==> src/rtl/math_unit_seq.sv <==
// Registered add/sub/logic unit with persistent C/V/N/Z flags and a valid/ready handshake.
// Define MATH_UNIT_MUL_EN to build in the iterative shift-add multiplier for op 111.
module math_unit_seq #(
  parameter int WIDTH = 8
) (
  input  logic             clk,
  input  logic             reset,
  input  logic             in_valid,
  output logic             in_ready,
  input  logic [2:0]       op,
  input  logic [WIDTH-1:0] a,
  input  logic [WIDTH-1:0] b,
  output logic             out_valid,
  input  logic             out_ready,
  output logic [WIDTH-1:0] result,
  output logic [3:0]       flags,
  output logic             err
);

  localparam logic [2:0] OP_ADD = 3'b000;
  localparam logic [2:0] OP_SUB = 3'b001;
  localparam logic [2:0] OP_ADC = 3'b010;
  localparam logic [2:0] OP_SBC = 3'b011;
  localparam logic [2:0] OP_CMP = 3'b100;
  localparam logic [2:0] OP_AND = 3'b101;
  localparam logic [2:0] OP_OR  = 3'b110;

`ifdef MATH_UNIT_MUL_EN
  localparam logic [2:0] OP_MUL = 3'b111;
  localparam int         CW     = $clog2(WIDTH + 1);

  typedef enum logic [1:0] {S_IDLE, S_MUL, S_DONE} state_t;
`else
  typedef enum logic [1:0] {S_IDLE, S_DONE} state_t;
`endif

  state_t state, state_next;

  // Single-cycle ALU, evaluated on the request inputs at the accept edge.
  logic [WIDTH-1:0] b_eff;
  logic             cin;
  logic [WIDTH:0]   sum;
  logic [WIDTH-1:0] alu_res;
  logic [3:0]       alu_flags;
  logic             alu_err;

  always_comb begin
    b_eff     = b;
    cin       = 1'b0;
    alu_res   = '0;
    alu_flags = flags;
    alu_err   = 1'b0;
    case (op)
      OP_SUB, OP_CMP: begin b_eff = ~b; cin = 1'b1;     end
      OP_ADC:         begin b_eff = b;  cin = flags[3]; end
      OP_SBC:         begin b_eff = ~b; cin = flags[3]; end
      default:        begin b_eff = b;  cin = 1'b0;     end
    endcase
    sum = {1'b0, a} + {1'b0, b_eff} + {{WIDTH{1'b0}}, cin};
    case (op)
      OP_ADD, OP_SUB, OP_ADC, OP_SBC, OP_CMP: begin
        alu_res   = (op == OP_CMP) ? a : sum[WIDTH-1:0];
        // CMP takes N/Z from the difference even though result carries a.
        alu_flags = {sum[WIDTH],
                     (a[WIDTH-1] == b_eff[WIDTH-1]) && (sum[WIDTH-1] != a[WIDTH-1]),
                     sum[WIDTH-1],
                     (sum[WIDTH-1:0] == '0)};
      end
      OP_AND: begin
        alu_res   = a & b;
        alu_flags = {2'b00, alu_res[WIDTH-1], (alu_res == '0)};
      end
      OP_OR: begin
        alu_res   = a | b;
        alu_flags = {2'b00, alu_res[WIDTH-1], (alu_res == '0)};
      end
      default: begin
        alu_res   = '0;
        alu_flags = flags;
        alu_err   = 1'b1;
      end
    endcase
  end

`ifdef MATH_UNIT_MUL_EN
  logic [WIDTH-1:0]   a_q;
  logic [CW-1:0]      count;
  logic [2*WIDTH-1:0] acc;
  logic [WIDTH:0]     upper_sum;
  logic               mul_done;

  // acc = {partial high, multiplier bits still to consume}; one bit retires per cycle.
  assign upper_sum = {1'b0, acc[2*WIDTH-1:WIDTH]} + {1'b0, (acc[0] ? a_q : {WIDTH{1'b0}})};
  assign mul_done  = (count == CW'(WIDTH));
`endif

  always_comb begin
    state_next = state;
    case (state)
      S_IDLE: begin
        if (in_valid) begin
`ifdef MATH_UNIT_MUL_EN
          state_next = (op == OP_MUL) ? S_MUL : S_DONE;
`else
          state_next = S_DONE;
`endif
        end
      end
`ifdef MATH_UNIT_MUL_EN
      S_MUL:   if (mul_done) state_next = S_DONE;
`endif
      S_DONE:  if (out_ready) state_next = S_IDLE;
      default: state_next = S_IDLE;
    endcase
  end

  always_ff @(posedge clk) begin
    if (reset) state <= S_IDLE;
    else       state <= state_next;
  end

  always_ff @(posedge clk) begin
    if (reset) begin
      in_ready  <= 1'b1;
      out_valid <= 1'b0;
      result    <= '0;
      flags     <= '0;
      err       <= 1'b0;
`ifdef MATH_UNIT_MUL_EN
      a_q       <= '0;
      count     <= '0;
      acc       <= '0;
`endif
    end else begin
      in_ready  <= (state_next == S_IDLE);
      out_valid <= (state_next == S_DONE);
      case (state)
        S_IDLE: begin
          if (in_valid) begin
`ifdef MATH_UNIT_MUL_EN
            if (op == OP_MUL) begin
              a_q   <= a;
              count <= '0;
              acc   <= {{WIDTH{1'b0}}, b};
            end else begin
              result <= alu_res;
              flags  <= alu_flags;
              err    <= alu_err;
            end
`else
            result <= alu_res;
            flags  <= alu_flags;
            err    <= alu_err;
`endif
          end
        end
`ifdef MATH_UNIT_MUL_EN
        S_MUL: begin
          if (mul_done) begin
            result <= acc[WIDTH-1:0];
            flags  <= {(acc[2*WIDTH-1:WIDTH] != '0), (acc[2*WIDTH-1:WIDTH] != '0),
                       acc[WIDTH-1], (acc[WIDTH-1:0] == '0)};
            err    <= 1'b0;
          end else begin
            count <= count + 1'b1;
            acc   <= {upper_sum, acc[WIDTH-1:1]};
          end
        end
`endif
        default: ;
      endcase
    end
  end

endmodule

==> config.mk <==
export PLATFORM = sky130hd
export DESIGN_NAME = math_unit_seq
export DESIGN_NICKNAME = d
export VERILOG_FILES = /design/src/rtl/math_unit_seq.sv
export SDC_FILE = /design/constraint.sdc
export NUM_CORES = 1
export LEC_CHECK = 0
export CORE_MARGIN = 2
export CORE_UTILIZATION = 43
export DETAILED_ROUTE_END_ITERATION = 10
export GPL_ROUTABILITY_DRIVEN = 0
export PLACE_DENSITY = 0.82
export SETUP_SLACK_MARGIN = 0.5
export SKIP_CTS_REPAIR_TIMING = 1
export SYNTH_ARGS = -nofsm -noshare
export SYNTH_HDL_FRONTEND = slang
export SYNTH_SLANG_ARGS = --single-unit
==> constraint.sdc <==
create_clock -name clk -period 3.9 [get_ports clk]
set_clock_uncertainty 0.1 [all_clocks]
set_input_delay 0.585 -clock clk [delete_from_list [all_inputs] [get_ports clk]]
set_output_delay 0.585 -clock clk [all_outputs]
set_load 0.005 [all_outputs]
# Word level (Yosys, flattened, before mapping)
# Cells that the tools add are included.
[totals]
ff_bits = 17
[classes]
addsub = 2
n_eq_ne = 10
muxes = 9
bitwise = 3
n_reduce_logical = 15
[op_table]
columns = ["operator", "count"]
rows = [
  ["logical NOT 8 bit", 3],
  ["one-hot mux 8 bit (3 select lines)", 1],
  ["2-to-1 mux 8 bit", 2],
  ["one-hot mux 4 bit (3 select lines)", 1],
  ["adder 8 x 8 -> 9 bit", 1],
  ["adder 9 x 1 -> 9 bit", 1],
  ["equality test 3 bit, second input constant", 3],
  ["bitwise AND 8 bit", 1],
  ["NOT 8 bit", 1],
  ["OR 8 bit", 1],
  ["OR reduction 7 bit", 1],
  ["equality test 3 x 2 -> 1 bit, second input constant", 2],
  ["OR reduction 5 bit", 1],
  ["equality test 2 x 1 -> 1 bit, second input constant", 2],
  ["logical NOT 2 bit", 2],
  ["2-to-1 mux 2 bit", 2],
  ["one-hot mux 2 bit (2 select lines)", 1],
  ["OR reduction 2 bit", 2],
  ["equality test 3 x 1 -> 1 bit, second input constant", 1],
  ["logical NOT 3 bit", 1],
  ["AND reduction 3 bit", 1],
  ["nonzero test 3 bit", 1],
  ["OR reduction 3 bit", 1],
  ["one-hot mux 1 bit (2 select lines)", 1],
  ["5 further kinds", 5],
]

# Longest topological paths before layout
[logic_depth]
ltp_word = 8
ltp_mapped = 14

# Worst setup path before layout
# OpenSTA, ideal clock, no wires.
[synth_timing]
kind = "input to register"
startpoint = "in op[2]"
endpoint = "reg flags[0]"
setup_time_ps = 88
arrival_time_ps = 3795
t_required_ps = 3712
slack_ps = -83
cell_stages = 12
path_buffers = 1
path_cell_list = "clkbuf_1 > mux2i_1 > xor2_1 > fa_1 > inv_1 > fa_1 > a211o_1 > o21ai_2 > xnor2_1 > or3_1 > or4_1 > a311oi_2"
[synth_via]
elab_chain_len = 7
[synth_rtl]
columns = ["item", "line_no", "text"]
rows = [
  ["start: declaration", "10", "input logic [2:0] op,"],
  ["equality test 3 bit (tied with other cells)", "53, 60", ""],
  ["OR reduction 3 bit (no line)", "-", ""],
  ["2-to-1 mux 8 bit", "-", ""],
  ["adder 8 x 8 -> 9 bit", "59", "sum = {1'b0, a} + {1'b0, b_eff} + {{WIDTH{1'b0}}, cin};"],
  ["adder 9 x 1 -> 9 bit", "59", ""],
  ["logical NOT 8 bit", "67", "(sum[WIDTH-1:0] == '0)};"],
  ["one-hot mux 4 bit (3 select lines)", "60", "case (op)"],
  ["end signal: assignment", "152", "flags <= alu_flags;"],
  ["end: declaration", "16", "output logic [3:0] flags,"],
]
# Several ways; a longest one is shown, not always the timed one.
# A chain may end at the register's enable or synchronous reset.

# Worst setup path after layout
[layout_timing]
startpoint = "in op[1]"
endpoint = "reg flags[0]"
# Same word-level chain as after synthesis.

==> reports/qor.log <==
INFO  grt            overall_fraction_of_global_route_tracks_in_use=22.46%
INFO  die            starting_density_of_the_core=44.88%
INFO  die            top_level_ports=38
INFO  route          route.vias.total=1498
INFO  finish         finalCoreUtilization=65.08%
INFO  power_and_ir_drop vdd_drop_max=0.1133mV
INFO  clock_network  cts.clk_slew.worst_paths=0.09ns
INFO  synthesis      synth.net_count=212
INFO  placement      detailedPlacementHpwl=2900um
INFO  synthesis      syn-instance-count=180
INFO  grt            grt-ovfl-total=0
INFO  finish         most_frequent_cells_in_the_layout=clkdlybuf4s50_1 (32), nand2_1 (18), dfxtp_1 (17)
INFO  power_and_ir_drop final_power=549.1uW
INFO  route          drt_pass1_iterations=5
INFO  sta            worst_margin_slew=0.5577ns
INFO  job            maxCapViolCount=0
INFO  grt            initial_antenna_violation_count=0
INFO  synthesis      synth_sequential_area_ratio=25.05%
INFO  placement      placedCellCount=264
INFO  clock_network  clock_path_buffers=2
INFO  route          avgViaCountPerCell=5.528
INFO  setup_path     worstPathArrival=3.42ns
INFO  outcome        result_of_the_run=completed
INFO  synthesis      ys_seq_elements=17
INFO  finish         final_cell_area=1971um^2
INFO  sta            finalHoldViolations=0
INFO  synthesis      synth_enable_flop_cells=0
INFO  finish         instances_no_fill=271
INFO  grt            wire_length_of_the_first_global_routing_pass=6044um
INFO  placement      place_area=1861um^2
INFO  setup_path     timing.critical_path.to_type=register
INFO  synthesis      warnings_from_yosys=0
INFO  sta            tns=0ns
INFO  clock_network  clock_latency=0.29ns
INFO  die            dieArea=3626um^2
INFO  route          drt_iter0_markers=93
INFO  power_and_ir_drop cellLeakagePower=0.7640nW
INFO  sta            timing_max_transition_violations_final=0
INFO  clock_network  numCtsBuffers=3
INFO  finish         finish.net_count=260
INFO  setup_path     worst_setup_start_kind=primary input
INFO  clock_network  cts.htree.levels=1
INFO  grt            vias_in_the_first_global_route=1332
INFO  finish         flow.area_growth_from_synthesis=45.03%
INFO  sta            timing.fmax=302.2MHz
INFO  clock_network  clock-sinks=17
INFO  sta            period_needed=3.309ns
INFO  synthesis      synthDistinctLibCells=42
INFO  placement      io_buf_count=37
INFO  sta            max-slew-margin-rel=62.70%
INFO  setup_path     worstPathRequired=4.01ns
INFO  die            die_h=60.22um
INFO  grt            grt_start_max_net_pins=26
INFO  route          drt_antenna_net_count=0
INFO  route          drc=0
INFO  clock_network  cts_root_buffer=clkbuf_4
INFO  sta            setup-violations-final=0
INFO  finish         antenna_cells=0
INFO  die            core_region_area=3028um^2
INFO  min_path       hold_path.class=reg2reg
INFO  finish         layout-drive-gt1-share=16.30%
INFO  finish         layout_commonest_cell=clkdlybuf4s50_1
INFO  synthesis      synthesis.area_per_instance=7.549um^2
INFO  die            fp.dieW=60.22um
INFO  setup_path     critical_path_class=in2reg
INFO  setup_path     cp_max_fo=3
INFO  synthesis      ys_async_sr_fraction=0%
INFO  sta            finalCritPeriodShare=84.86%
INFO  synthesis      synth_flop_cell=dfxtp_1
INFO  route          finalWirelength=3736um
INFO  clock_network  cts_tree=yes
INFO  synthesis      synth_area=1359um^2
INFO  power_and_ir_drop pwr_density_cell=278.7nW/um^2
INFO  die            placement_rows=20
INFO  route          wl_per_cell=13.79um
INFO  sta            rsz0062_at_grt=no
per-layer routing:
metal | up-vias | part of all wire (%) | global-route usage [%] | wire [um]
met5 | - | 0 | 0 | 0
met4 | 0 | 2.6 | 11.11 | 96
met3 | 12 | 7.0 | 1.299 | 263
met2 | 78 | 47 | 36.34 | 1774
met1 | 655 | 43 | 30.10 | 1602
li1 | 753 | - | - | -
area by class of cell:
type	count	area, um^2
Inverter	10	37.54
Tap cell	44	55.05
Multi-Input combinational cell	143	1003
Timing Repair Buffer	53	508.0
Fill cell	291	1057
Sequential cell	17	340.3
Clock buffer	4	26.28
report_power, final:
part           internal (mW)  leakage, nW  total, mW  switching [mW]
clock network         0.0398       0.0150     0.0920          0.0521
logic                  0.136        0.610      0.268           0.132
registers              0.184        0.139      0.189         0.00526
total                  0.360        0.764      0.549           0.189
Yosys cell counts (all sizes together), types with 6 or more instances:
library cell  number  area share [%]
o21ai             12             4.7
dfxtp             17              25
nor3               7             2.6
inv               10             2.8
a22oi             10             5.5
clkbuf             8             2.2
nand2             18             5.0
a21oi             13             4.8
nor2              13             3.6
ha                 7             6.4
xnor2             10             6.4
o211ai             6             3.3
path summary, 6_finish.rpt:
kind                            startpoint   endpoint  slack, ns  cells past startpoint
worst min register to register   result[5]  result[5]       0.35                      2
worst max-delay path                 op[1]   flags[0]       0.59                     13
worst max register to register    flags[3]   flags[0]       0.76                     12
worst min-delay path             result[5]  result[5]       0.35                      2
worst max-delay path: stages:
cell and delay, ns:
buf_6 0.10, buf_6 0.11, nor2b_4 0.11, a21oi_2 0.04
nor2_1 0.16, a21oi_2 0.07, fa_2 0.41, inv_2 0.07
fa_2 0.42, nand4b_1 0.17, or3_1 0.39, or4_4 0.52
a311oi_2 0.26
registers in the layout, indices dropped and copies added (netlist names):
| name | cells |
|---|---|
| result | 8 |
| flags | 4 |
| state | 2 |
| err | 1 |
| in_ready | 1 |
| out_valid | 1 |
stage by stage:
stage	hold slack [ns]	setup slack [ns]
6_report	0.3547	0.5905
5_1_grt	0.3795	0.4353
4_1_cts	0.3589	0.2426
3_5_place_dp	0.3459	-0.06112
3_3_place_gp	0.3398	-0.01949
2_1_floorplan	0.3279	0.3208
kinds of logic (layout without fill, tap and decap cells):
kind of cell	Yosys count	after routing	synth area share, %
and+or+nand+nor	62	62	22.19
buffers and inverters	20	67	5.617
DFF	17	17	25.05
AOI/OAI and AO/OA	55	55	26.98
xor gates and xnor gates	14	14	9.023
adders and majority gates	9	9	9.392
other	1	1	0.2760
muxes	2	2	1.473
No activity file was read; power rests on OpenSTA's default activity.
==> RTL edit (config.mk and constraints unchanged) <==
Set the parameter `WIDTH` to 4 (it was 8).
--- a/src/rtl/math_unit_seq.sv
+++ b/src/rtl/math_unit_seq.sv
@@ -1,7 +1,7 @@
 // Registered add/sub/logic unit with persistent C/V/N/Z flags and a valid/ready handshake.
 // Define MATH_UNIT_MUL_EN to build in the iterative shift-add multiplier for op 111.
 module math_unit_seq #(
-  parameter int WIDTH = 8
+  parameter int WIDTH = 4
 ) (
   input  logic             clk,
   input  logic             reset,
Interface: changed (resized a, b and result); port bits go from 38 to 26. No check against the original RTL was run, so the function may have changed too.
==> RTL edit against the original RTL <==
Setup slack better by 0.028 ns; area after synthesis down 31%; total power down 35%; wire length is 41% lower; sequential cell count is 4 lower; clock power fell by 16%; fmax grew 0.87%; final area fell by 36%; critical path type unchanged.
==> RTL edit: results (changes against the original RTL) <==
\begin{tabular}{lr}
\hline
Metric & Value \\
\hline
\multicolumn{2}{l}{\textbf{Power and ir drop}} \\
Clock group share of total power & 21.5\% (+4.8 points) \\
Combinational group share of total power & 37.8\% (-11 points) \\
Internal & 0.250 mW (-31\%) \\
Max IR drop VDD & 0.000151 V (+33\%) \\
\multicolumn{2}{l}{\textbf{Logic synthesis}} \\
Proportion of synthesized area in mux cells & 1.07\% (-0.41 points) \\
Part of the Yosys area used for sequential elements & 27.8\% (+2.7 points) \\
Share of the synthesized area in compound gates (AO/OA/AOI/OAI) & 25.6\% (-1.3 points) \\
Adder-Cell Fraction of Synth Area & 8.28\% (-1.1 points) \\
Main area contributors after synthesis & sky130\_fd\_sc\_hd\_\_dfxtp\_1 (28\%), sky130\_fd\_sc\_hd\_\_a21oi\_1 (5.9\%), sky130\_fd\_sc\_hd\_\_fa\_1 (4.3\%) \\
Synth Area in XOR/XNOR & 6.54\% (-2.5 points) \\
Syn nets & 134 (-37\%) \\
\multicolumn{2}{l}{\textbf{Routing}} \\
Aggregate routed wire length & 2.22 mm (-41\%) \\
Vias & 936 (-38\%) \\
Met3 Routed Length & 145 um (-45\%) \\
Met1 layer wirelength in the final routing & 939 um (-41\%) \\
Starting DRC count in detailed routing & 22 (-76\%) \\
\multicolumn{2}{l}{\textbf{Clock tree}} \\
Clock network latency to the later pin of the worst-skew pair & 0.26 ns (-0.03 ns) \\
Clock slew at the register clock pins of the worst setup and hold paths & 0.07 ns (-0.02 ns) \\
\multicolumn{2}{l}{\textbf{Finish}} \\
Layout buffering overhead excluding clock cells & 22.3\% (-3.5 points) \\
Multi-input combinational gate total & 89 (-38\%) \\
Number of ordinary inverters in the final layout & 7 (-3) \\
Share of cell area taken by multi-input logic gates & 50.1\% (-0.82 points) \\
Fill count & 169 (-42\%) \\
Sequential portion of the cell area & 20.7\% (+3.4 points) \\
Plain + repair buffers & 29 (-45\%) \\
Registers with the most flip-flops & flags: 4 flops, result: 4 flops, state: 2 flops \\
Layout net count & 163 (-37\%) \\
\multicolumn{2}{l}{\textbf{Global routing}} \\
Via count of the first global-routing pass & 848 (-36\%) \\
Met1 track demand over resource & 22.8\% (-7.4 points) \\
Global router's overall resource usage & 19.1\% (-3.4 points) \\
First-pass GRT wire length & 3.73 mm (-38\%) \\
\multicolumn{2}{l}{\textbf{Status}} \\
Outcome & finished clean \\
\multicolumn{2}{l}{\textbf{Critical path}} \\
Crit-path leading delay family & adder cells \\
Peak fanout along the critical path & 7 (+4) \\
\hline
\end{tabular}
-- RTL edit: final timing paths --
kind                                        startpoint                     end  slack (ns)
worst min register to register  result[2]$_SDFFE_PP0P_  result[2]$_SDFFE_PP0P_        0.35
worst min-delay path            result[2]$_SDFFE_PP0P_  result[2]$_SDFFE_PP0P_        0.35
worst max-delay path                             op[2]   flags[0]$_SDFFE_PP0P_        0.62
worst max register to register   flags[3]$_SDFFE_PP0P_   flags[0]$_SDFFE_PP0P_        1.52
-- RTL edit: stage by stage --
stage / utilization, % / cells / power [mW] / hold slack [ns] / area (sq um)
after detailed placement: 61.4 / 165 / 0.282 / 0.348 / 1230
final: 62.7 / 169 / 0.357 / 0.353 / 1260
after global placement: 61.4 / 165 / 0.278 / 0.343 / 1230
after floorplan: - / 114 / 0.229 / 0.321 / 937
after global routing: 62.7 / 169 / 0.386 / 0.396 / 1260
after CTS: 62.7 / 169 / 0.360 / 0.358 / 1260
